[config.mk]
export PLATFORM = sky130hd
export DESIGN_NAME = mdom_coinc_trigger
export DESIGN_NICKNAME = d
export VERILOG_FILES = /design/src/rtl/mdom_trig_pkg.sv /design/src/rtl/mdom_chan_thresh_fsm.sv /design/src/rtl/mdom_coinc_trigger.sv
export SDC_FILE = /design/constraint.sdc
export NUM_CORES = 1
export LEC_CHECK = 0
export CORE_ASPECT_RATIO = 1.4
export CORE_MARGIN = 2
export CORE_UTILIZATION = 25
export DETAILED_ROUTE_END_ITERATION = 6
export REMOVE_ABC_BUFFERS = 1
export SYNTH_ARGS = -nofsm -noshare
export SYNTH_HDL_FRONTEND = slang
export SYNTH_SLANG_ARGS = --single-unit
[constraint.sdc]
create_clock -name clk -period 12.3 [get_ports clk]
set_input_delay 1.23 -clock clk [delete_from_list [all_inputs] [get_ports clk]]
set_output_delay 1.23 -clock clk [all_outputs]
set_load 0.005 [all_outputs]
[src/rtl/mdom_trig_pkg.sv]
// Shared constants and types for the multi-channel mDOM coincidence trigger.
// Trigger source codes, stream alignment depth and the channel FSM state type.
package mdom_trig_pkg;

    localparam logic [1:0] TRIG_SRC_THRESH = 2'd0;
    localparam logic [1:0] TRIG_SRC_EXT    = 2'd1;
    localparam logic [1:0] TRIG_SRC_SW     = 2'd2;
    localparam logic [1:0] TRIG_SRC_COINC  = 2'd3;

    // Samples are registered once, then the trigger decision is registered once more.
    localparam int STREAM_DELAY = 2;

    typedef enum logic [1:0] {
        ST_BELOW   = 2'd0,
        ST_PENDING = 2'd1,
        ST_ABOVE   = 2'd2
    } chan_state_t;

endpackage

[src/rtl/mdom_chan_thresh_fsm.sv]
// Per-channel threshold discriminator with min-width qualification and hysteresis.
// fire is a combinational one-sample strobe; the parent registers it into trig.
//
// state      | meaning
// -----------+-----------------------------------------------------------
// ST_BELOW   | sample at or under threshold, armed
// ST_PENDING | sample over threshold, counting toward min_width
// ST_ABOVE   | fired; waits for sample <= max(thr-hyst,0) to re-arm
module mdom_chan_thresh_fsm
    import mdom_trig_pkg::*;
#(
    parameter int P_ADC_WIDTH = 12,
    parameter int P_MW_WIDTH  = 4
) (
    input  logic                   clk,
    input  logic                   rst_n,
    input  logic [P_ADC_WIDTH-1:0] sample,
    input  logic [P_ADC_WIDTH-1:0] thr,
    input  logic [P_ADC_WIDTH-1:0] hyst,
    input  logic [P_MW_WIDTH-1:0]  min_width,
    input  logic                   enable,
    output logic                   fire,
    output logic                   tot
);

    chan_state_t             state, state_nx;
    logic [P_MW_WIDTH-1:0]   cnt, cnt_nx;
    logic [P_MW_WIDTH-1:0]   mw_eff;
    logic [P_MW_WIDTH:0]     cnt_inc;
    logic [P_ADC_WIDTH-1:0]  low_thr;
    logic                    over;
    logic                    under_low;

    always_ff @(posedge clk) begin
        if (!rst_n) begin
            state <= ST_BELOW;
            cnt   <= '0;
        end else begin
            state <= state_nx;
            cnt   <= cnt_nx;
        end
    end

    always_comb begin
        state_nx  = state;
        cnt_nx    = cnt;
        fire      = 1'b0;
        mw_eff    = (min_width == '0) ? P_MW_WIDTH'(1) : min_width;
        cnt_inc   = {1'b0, cnt} + (P_MW_WIDTH+1)'(1);
        low_thr   = (thr > hyst) ? (thr - hyst) : '0;
        over      = (sample > thr);
        under_low = (sample <= low_thr);

        if (!enable) begin
            state_nx = ST_BELOW;
            cnt_nx   = '0;
        end else begin
            case (state)
                ST_BELOW: begin
                    if (over) begin
                        if (mw_eff == P_MW_WIDTH'(1)) begin
                            state_nx = ST_ABOVE;
                            fire     = 1'b1;
                            cnt_nx   = '0;
                        end else begin
                            state_nx = ST_PENDING;
                            cnt_nx   = P_MW_WIDTH'(1);
                        end
                    end
                end
                ST_PENDING: begin
                    if (!over) begin
                        state_nx = ST_BELOW;
                        cnt_nx   = '0;
                    end else if (cnt_inc >= {1'b0, mw_eff}) begin
                        // >= keeps a live min_width reduction from stranding the FSM here
                        state_nx = ST_ABOVE;
                        fire     = 1'b1;
                        cnt_nx   = '0;
                    end else if (cnt != '1) begin
                        cnt_nx = cnt_inc[P_MW_WIDTH-1:0];
                    end
                end
                ST_ABOVE: begin
                    if (under_low) begin
                        state_nx = ST_BELOW;
                    end
                end
                default: begin
                    state_nx = ST_BELOW;
                    cnt_nx   = '0;
                end
            endcase
        end
    end

    assign tot = (state != ST_BELOW);

endmodule

[src/rtl/mdom_coinc_trigger.sv]
// N-channel mDOM trigger: threshold FSMs, M-of-N coincidence, sw/ext triggers,
// with ADC/discr streams delayed so each trig pulse lines up with its sample.
module mdom_coinc_trigger
    import mdom_trig_pkg::*;
#(
    parameter int P_N_CHAN      = 4,
    parameter int P_ADC_WIDTH   = 12,
    parameter int P_DISCR_WIDTH = 8,
    parameter int P_MW_WIDTH    = 4,
    parameter int P_WIN_WIDTH   = 6,
    localparam int MB           = $clog2(P_N_CHAN + 1)
) (
    input  logic                              clk,
    input  logic                              rst_n,
    input  logic [P_N_CHAN*P_ADC_WIDTH-1:0]   adc_stream_in,
    input  logic [P_N_CHAN*P_DISCR_WIDTH-1:0] discr_stream_in,
    output logic [P_N_CHAN*P_ADC_WIDTH-1:0]   adc_stream_out,
    output logic [P_N_CHAN*P_DISCR_WIDTH-1:0] discr_stream_out,
    input  logic [P_N_CHAN*P_ADC_WIDTH-1:0]   thr,
    input  logic [P_ADC_WIDTH-1:0]            hyst,
    input  logic [P_MW_WIDTH-1:0]             min_width,
    input  logic [P_N_CHAN-1:0]               thresh_trig_en,
    input  logic                              coinc_en,
    input  logic [MB-1:0]                     coinc_mult,
    input  logic [P_WIN_WIDTH-1:0]            coinc_win,
    input  logic                              run,
    input  logic                              ext_run,
    input  logic                              ext_trig_en,
    output logic [P_N_CHAN-1:0]               trig,
    output logic [P_N_CHAN*2-1:0]             trig_src,
    output logic [P_N_CHAN-1:0]               thresh_tot
);

    logic [P_N_CHAN*P_ADC_WIDTH-1:0]   adc_pipe   [STREAM_DELAY];
    logic [P_N_CHAN*P_DISCR_WIDTH-1:0] discr_pipe [STREAM_DELAY];
    logic                              run_s1, run_q;
    logic                              ext_s1, ext_q;
    logic [P_WIN_WIDTH-1:0]            win_cnt [P_N_CHAN];
    logic [P_N_CHAN-1:0]               fire;
    logic [P_N_CHAN-1:0]               active;
    logic [MB-1:0]                     pop;
    logic [MB-1:0]                     m_eff;
    logic                              sw_rise, ext_rise, coinc_hit;
    logic [P_N_CHAN-1:0]               trig_nx;
    logic [P_N_CHAN*2-1:0]             src_nx;

    // Edge registers reset high so a level held through reset never fires.
    always_ff @(posedge clk) begin
        if (!rst_n) begin
            for (int i = 0; i < STREAM_DELAY; i++) begin
                adc_pipe[i]   <= '0;
                discr_pipe[i] <= '0;
            end
            run_s1 <= 1'b1;
            run_q  <= 1'b1;
            ext_s1 <= 1'b1;
            ext_q  <= 1'b1;
        end else begin
            adc_pipe[0]   <= adc_stream_in;
            discr_pipe[0] <= discr_stream_in;
            for (int i = 1; i < STREAM_DELAY; i++) begin
                adc_pipe[i]   <= adc_pipe[i-1];
                discr_pipe[i] <= discr_pipe[i-1];
            end
            run_s1 <= run;
            run_q  <= run_s1;
            ext_s1 <= ext_run;
            ext_q  <= ext_s1;
        end
    end

    assign adc_stream_out   = adc_pipe[STREAM_DELAY-1];
    assign discr_stream_out = discr_pipe[STREAM_DELAY-1];

    for (genvar c = 0; c < P_N_CHAN; c++) begin : g_chan
        mdom_chan_thresh_fsm #(
            .P_ADC_WIDTH (P_ADC_WIDTH),
            .P_MW_WIDTH  (P_MW_WIDTH)
        ) u_fsm (
            .clk       (clk),
            .rst_n     (rst_n),
            .sample    (adc_pipe[0][c*P_ADC_WIDTH +: P_ADC_WIDTH]),
            .thr       (thr[c*P_ADC_WIDTH +: P_ADC_WIDTH]),
            .hyst      (hyst),
            .min_width (min_width),
            .enable    (thresh_trig_en[c]),
            .fire      (fire[c]),
            .tot       (thresh_tot[c])
        );
    end

    always_comb begin
        sw_rise  = run_s1 & ~run_q;
        ext_rise = ext_trig_en & ext_s1 & ~ext_q;
        m_eff    = (coinc_mult == '0) ? MB'(1) : coinc_mult;
        pop      = '0;
        active   = '0;
        for (int c = 0; c < P_N_CHAN; c++) begin
            active[c] = fire[c] | (win_cnt[c] != '0);
            pop       = pop + MB'(active[c]);
        end
        coinc_hit = coinc_en & (pop >= m_eff);

        trig_nx = '0;
        src_nx  = '0;
        for (int c = 0; c < P_N_CHAN; c++) begin
            if (ext_rise) begin
                trig_nx[c]       = 1'b1;
                src_nx[c*2 +: 2] = TRIG_SRC_EXT;
            end else if (sw_rise) begin
                trig_nx[c]       = 1'b1;
                src_nx[c*2 +: 2] = TRIG_SRC_SW;
            end else if (coinc_hit) begin
                trig_nx[c]       = 1'b1;
                src_nx[c*2 +: 2] = TRIG_SRC_COINC;
            end else if (!coinc_en && fire[c]) begin
                trig_nx[c]       = 1'b1;
                src_nx[c*2 +: 2] = TRIG_SRC_THRESH;
            end
        end
    end

    // Windows are cleared on any coincidence, even when a higher-priority source wins.
    always_ff @(posedge clk) begin
        if (!rst_n) begin
            for (int c = 0; c < P_N_CHAN; c++) begin
                win_cnt[c] <= '0;
            end
            trig     <= '0;
            trig_src <= '0;
        end else begin
            for (int c = 0; c < P_N_CHAN; c++) begin
                if (!coinc_en || coinc_hit) begin
                    win_cnt[c] <= '0;
                end else if (fire[c]) begin
                    win_cnt[c] <= coinc_win;
                end else if (win_cnt[c] != '0) begin
                    win_cnt[c] <= win_cnt[c] - P_WIN_WIDTH'(1);
                end
            end
            trig     <= trig_nx;
            trig_src <= src_nx;
        end
    end

endmodule

* Yosys cells after proc, flatten, opt, wreduce, memory -nomap -nowiden *
Memory sizes are Yosys's and may differ from the RTL's.
Index checks and enable logic that the tools add are counted.

word-level totals
  bits in registers = 40
  bits in writable memories = 184
  word-level logic and storage cells = 285
  memories kept = 3

cells by class
  add/subtract/negate cells = 15
  magnitude comparators = 17
  equality and inequality tests = 29
  muxes and demuxes = 145
  bitwise operators = 30
  reductions and logical operators = 32

memory list
  name        depth  width  rd ports  clocked after Yosys merged registers in  write ports  RTL line                  text
  adc_pipe    2      48     2         0                                        2            mdom_coinc_trigger.sv:34  logic [P_N_CHAN*P_ADC_WIDTH-1:0] adc_pipe [STREAM_DELAY];
  discr_pipe  2      32     2         0                                        2            mdom_coinc_trigger.sv:35  logic [P_N_CHAN*P_DISCR_WIDTH-1:0] discr_pipe [STREAM_DELAY];
  win_cnt     4      6      4         0                                        4            mdom_coinc_trigger.sv:38  logic [P_WIN_WIDTH-1:0] win_cnt [P_N_CHAN];

operators by type and width
  cell                 number
  $gt 12x12->1         8
  $mux 48              2
  $mux 1               75
  $mux 6               12
  $mux 4               17
  $mux 32              2
  $le 12x12->1         4
  $mux 12              4
  $pmux 4 s3           4
  $sub 12x12->12       4
  $mux 2               20
  $ne 4x4->1 const B   8
  $pmux 2 s3           4
  $reduce_and 3->1     8
  $reduce_bool 6->1    4
  $sub 6x1->6 const B  4
  $add 4x1->5 const B  4
  $ge 5x4->1           4
  $or 1x1->1           20
  $ne 2x1->1 const B   8
  $ne 3x3->1 const B   4
  $eq 2x1->1 const B   4
  $eq 2x2->1 const B   4
  $logic_not 2->1      4
  16 further kinds     36

* Longest topological paths before layout *
  word-level depth = 20
  depth in mapped cells = 22
  mapped depth without buffers = 20

* By module *
From an unflattened synthesis, not the netlist that was laid out.

unflattened totals
  cells, all modules = 1,536
  area, all modules = 13,751.9 um^2

by module, submodules not included
  module                                   instances  cells an instance  area each (um^2)  sequential area each (um^2)
  mdom_coinc_trigger                       1          628                7,069.3           4,124.0
  mdom_chan_thresh_fsm at g_chan[2].u_fsm  1          234                1,721.7           120.1
  mdom_chan_thresh_fsm at g_chan[3].u_fsm  1          229                1,672.9           120.1
  mdom_chan_thresh_fsm at g_chan[0].u_fsm  1          230                1,665.3           120.1
  mdom_chan_thresh_fsm at g_chan[1].u_fsm  1          215                1,622.8           120.1

* Least setup slack after synthesis *
Ideal clock, no wire load.

  path kind = input -> register
  start = in min_width[3]
  end = mem win_cnt[2][0] (enable)
  arrival time = 5.387 ns
  required time = 11.979 ns
  setup slack = 6.592 ns
  cell stages on the path = 19
  path buffers = 2
  cell sequence = nor3_2 or2_2 ha_1 nand2b_1 a211oi_1 o22ai_1 o2111ai_2 and2_1 fa_1 inv_1 ha_1 ha_1 ha_1 a21o_1 a21oi_2 and3_1 clkbuf_1 buf_2 nand3_1

RTL lines
  item             RTL line                  text
  start, declared  mdom_coinc_trigger.sv:21  input logic [P_MW_WIDTH-1:0] min_width,
  end, declared    mdom_coinc_trigger.sv:38

==> impl_metrics.env <==
export IMPL_antenna_found_initial=1
export IMPL_crit_type="primary input to register"
export IMPL_min_period_ps=6580
export IMPL_post_cts_buffers=0
export IMPL_grt_start_max_net_pins=116
export IMPL_synth_compound_area_frac=0.129
export IMPL_fp_dieH_microns=278
export IMPL_maxCapViolations=0
export IMPL_rows=100
export IMPL_critPathRequiredTime_ps=12490
export IMPL_final_common_cell="clkdlybuf4s50_1"
export IMPL_power_mw=2.27
export IMPL_ys_top_cells_by_area="dfxtp_1, ha_1, and2_1"
export IMPL_n_fill_cell=5550
export IMPL_areaGrowthSynthToFinish_pct=26.4
export IMPL_die_w_microns=200
export IMPL_hp_class="register to register"
export IMPL_finalSetupViolCount=0
export IMPL_synth_cell_types=79
export IMPL_core_area_sq_um=53100
export IMPL_clkTransAtPathRegs_ps=60
export IMPL_grtUsageTotal=0.134
export IMPL_maxSlewViolCount=0
export IMPL_fin_cells=2378
export IMPL_critPathMostFrequentCell="ha_1"
export IMPL_max_vdd_ir_drop_mv=0.0921
export IMPL_port_buffers=258
export IMPL_place_congestion=0.831
export IMPL_synth_edf_count=24
export IMPL_synth_xor_area_share=0.0274
export IMPL_ys_ff_latch=218
export IMPL_place_inst=2333
export IMPL_cp_arrival_ps=6770
export IMPL_syn_inst=1484
export IMPL_dr_pass1_iters=5
export IMPL_fin_setup_tns_ps=0
export IMPL_cts_made_buffers=25
export IMPL_hold_viol_final=0
export IMPL_drt_initial_drc_count=514
export IMPL_ys_dominant_reg_cell="dfxtp_1"
export IMPL_yosys_area_share_simple=0.225
export IMPL_cts_resized=0
export IMPL_cts_tree="done"
export IMPL_cp_slowest_cell="nor3_2"
export IMPL_vias_per_cell=4.52
export IMPL_antenna_left=0
export IMPL_yosys_area_top_type="dfxtp_1"
export IMPL_utilization=0.319
export IMPL_critPathCaptureType="register"
export IMPL_crit_chain="clkdlybuf4s50_1, nor3_2, or2_2, ha_1, nand2b_1, a211oi_1, o22ai_1, o2111ai_2, and2_1, fa_1, inv_1, ha_1, ha_1, ha_1, a21o_1, a21oi_2, and3_1, nand3_1"
export IMPL_rsz0062_at_grt="no"
export IMPL_p_leak_nw=7.16
export IMPL_root_buffer="clkbuf_16"
export IMPL_synthAdderAreaFrac=0.167
export IMPL_ctsHtreeMaxLevel=1
export IMPL_period_share=0.535
export IMPL_dpl_hpwl_mm=29.9
export IMPL_slowest_delay_ps=680
export IMPL_status="complete, no violations"
export IMPL_grt_overflow=0
export IMPL_vias=10800
export IMPL_max_slew_worst_pin_slew_ps=976
export IMPL_num_io_pins=259
export IMPL_routed_wl_mm=37.5
export IMPL_async_flop_share=0
export IMPL_ys_seq_area_frac=0.343
export IMPL_skew_ps=11.2
export IMPL_start_util=0.253
export IMPL_wire_per_inst_microns=15.8
export IMPL_synth_warnings=0
export IMPL_clock_sinks=218
export IMPL_cts_hold_buf=0
export IMPL_syn_area_sq_um=13400
export IMPL_power_density_nw_per_um2=134
export IMPL_maxSlewHeadroom=0.341
export IMPL_grt_first_pass_wirelength_mm=58.3
export IMPL_synth_mux_area_fraction=0.0158
export IMPL_fmax_mhz=152
export IMPL_synth_top_family_by_area="simple AND/OR/NAND/NOR gates"
export IMPL_layout_drive_gt1_share=0.0511
export IMPL_fin_nets=1984
export IMPL_clockBufferDepth=3
export IMPL_synth_top_area_frac=0.290
export IMPL_mostFrequentLayoutCells="clkdlybuf4s50_1, dfxtp_1, ha_1"
export IMPL_start_kind="primary input"
export IMPL_synth_avg_cell_area_sq_um=9.03
export IMPL_route_detailed_drc=0
export IMPL_critPathMaxFanout=15
export IMPL_clk_insertion_delay_late_ps=550
export IMPL_dieArea_sq_um=55500
export IMPL_grt_pass1_vias=11000
==> Yosys cell counts, types with 10 or more instances <==
cell        n
a21o_1     26
a21oi_1    80
and2_1    163
buf_4      94
clkbuf_1   27
dfxtp_1   194
edfxtp_1   24
ha_1      170
inv_1     103
mux2i_1    20
nand2_1    89
nand2b_1   21
nand3_1    51
nand3b_1   11
nand4_1    25
nor2_1     50
nor2b_1    25
nor3_1     27
o211ai_1   12
o21ai_0    35
o21ai_1    12
or2_2      10
or3_1      26
xnor2_1    32
xor2_1     10
==> per-layer routing <==
metal / vias to the layer above / track usage / routed length, microns
met5: - / 0 / 0
met4: 0 / 0.0638 / 1720
met3: 81 / 0.0310 / 2560
met2: 280 / 0.243 / 18800
met1: 4970 / 0.146 / 14500
li1: 5420 / - / -
==> where the power goes <==
group | leakage [nW] | switching (mW) | internal [mW]
combinational | 4.84 | 0.349 | 0.310
clock | 0.434 | 0.319 | 0.476
sequential | 1.88 | 0.0309 | 0.783
==> worst paths after layout <==
| kind | from | endpoint | slack, ps | depth (start not counted) |
|---|---|---|---|---|
| worst max-delay path | min_width[2] | win_cnt[0][0]$_SDFFCE_PN0P_ | 5720 | 18 |
| worst min-delay path | discr_pipe[0][29]$_SDFF_PN0_ | discr_pipe[0][61]$_SDFF_PN0_ | 430 | 1 |
| worst max register to register | adc_pipe[0][22]$_SDFF_PN0_ | win_cnt[0][0]$_SDFFCE_PN0P_ | 6970 | 15 |
| worst min register to register | discr_pipe[0][29]$_SDFF_PN0_ | discr_pipe[0][61]$_SDFF_PN0_ | 430 | 1 |
==> stage by stage <==
stage               setup WS, ps  area [sq um]  hold WS (ps)
global placement            5250         16100           413
global route                5320         16900           443
floorplan                   6680         12600           411
finish                      5720         16900           431
CTS                         5770         16900           432
detailed placement          5200         16100           417
==> sequential cells by signal, summed over array words and instances, names as in the netlist <==
name / cells
adc_pipe: 96
discr_pipe: 64
ext_q: 1
ext_s1: 1
g_chan.u_fsm.cnt: 16
g_chan.u_fsm.state: 8
run_q: 1
run_s1: 1
trig: 4
trig_src: 2
win_cnt: 24
==> cell families (layout without fill, tap and decap cells) <==
kind of cell	after synthesis	after routing
AOI/OAI and AO/OA	255	255
muxes	21	21
DFF	218	218
and+or+nand+nor	539	539
xor gates and xnor gates	42	42
adders and majority gates	176	176
buffers and inverters	233	412
other	0	1
==> critical path: cells and delay by family <==
family	cells	cell delay, ps
AND/OR/NAND/NOR	6	2280
AO/OA/AOI/OAI	5	1330
adder cells (fa/ha/maj)	5	1300
buffers and inverters	2	620
==> final cells by class <==
class                           count  area, sq um  area share
Clock inverter                     17          201      0.0119
Timing Repair Buffer              263         2620       0.154
Clock buffer                       27          664      0.0392
Sequential cell                   218         4600       0.272
Inverter                          105          394      0.0233
Antenna cell                        1         2.50    0.000148
Tap cell                          714          893      0.0527
Multi-Input combinational cell   1033         7570       0.447
Power figures use the tool's default switching activity.
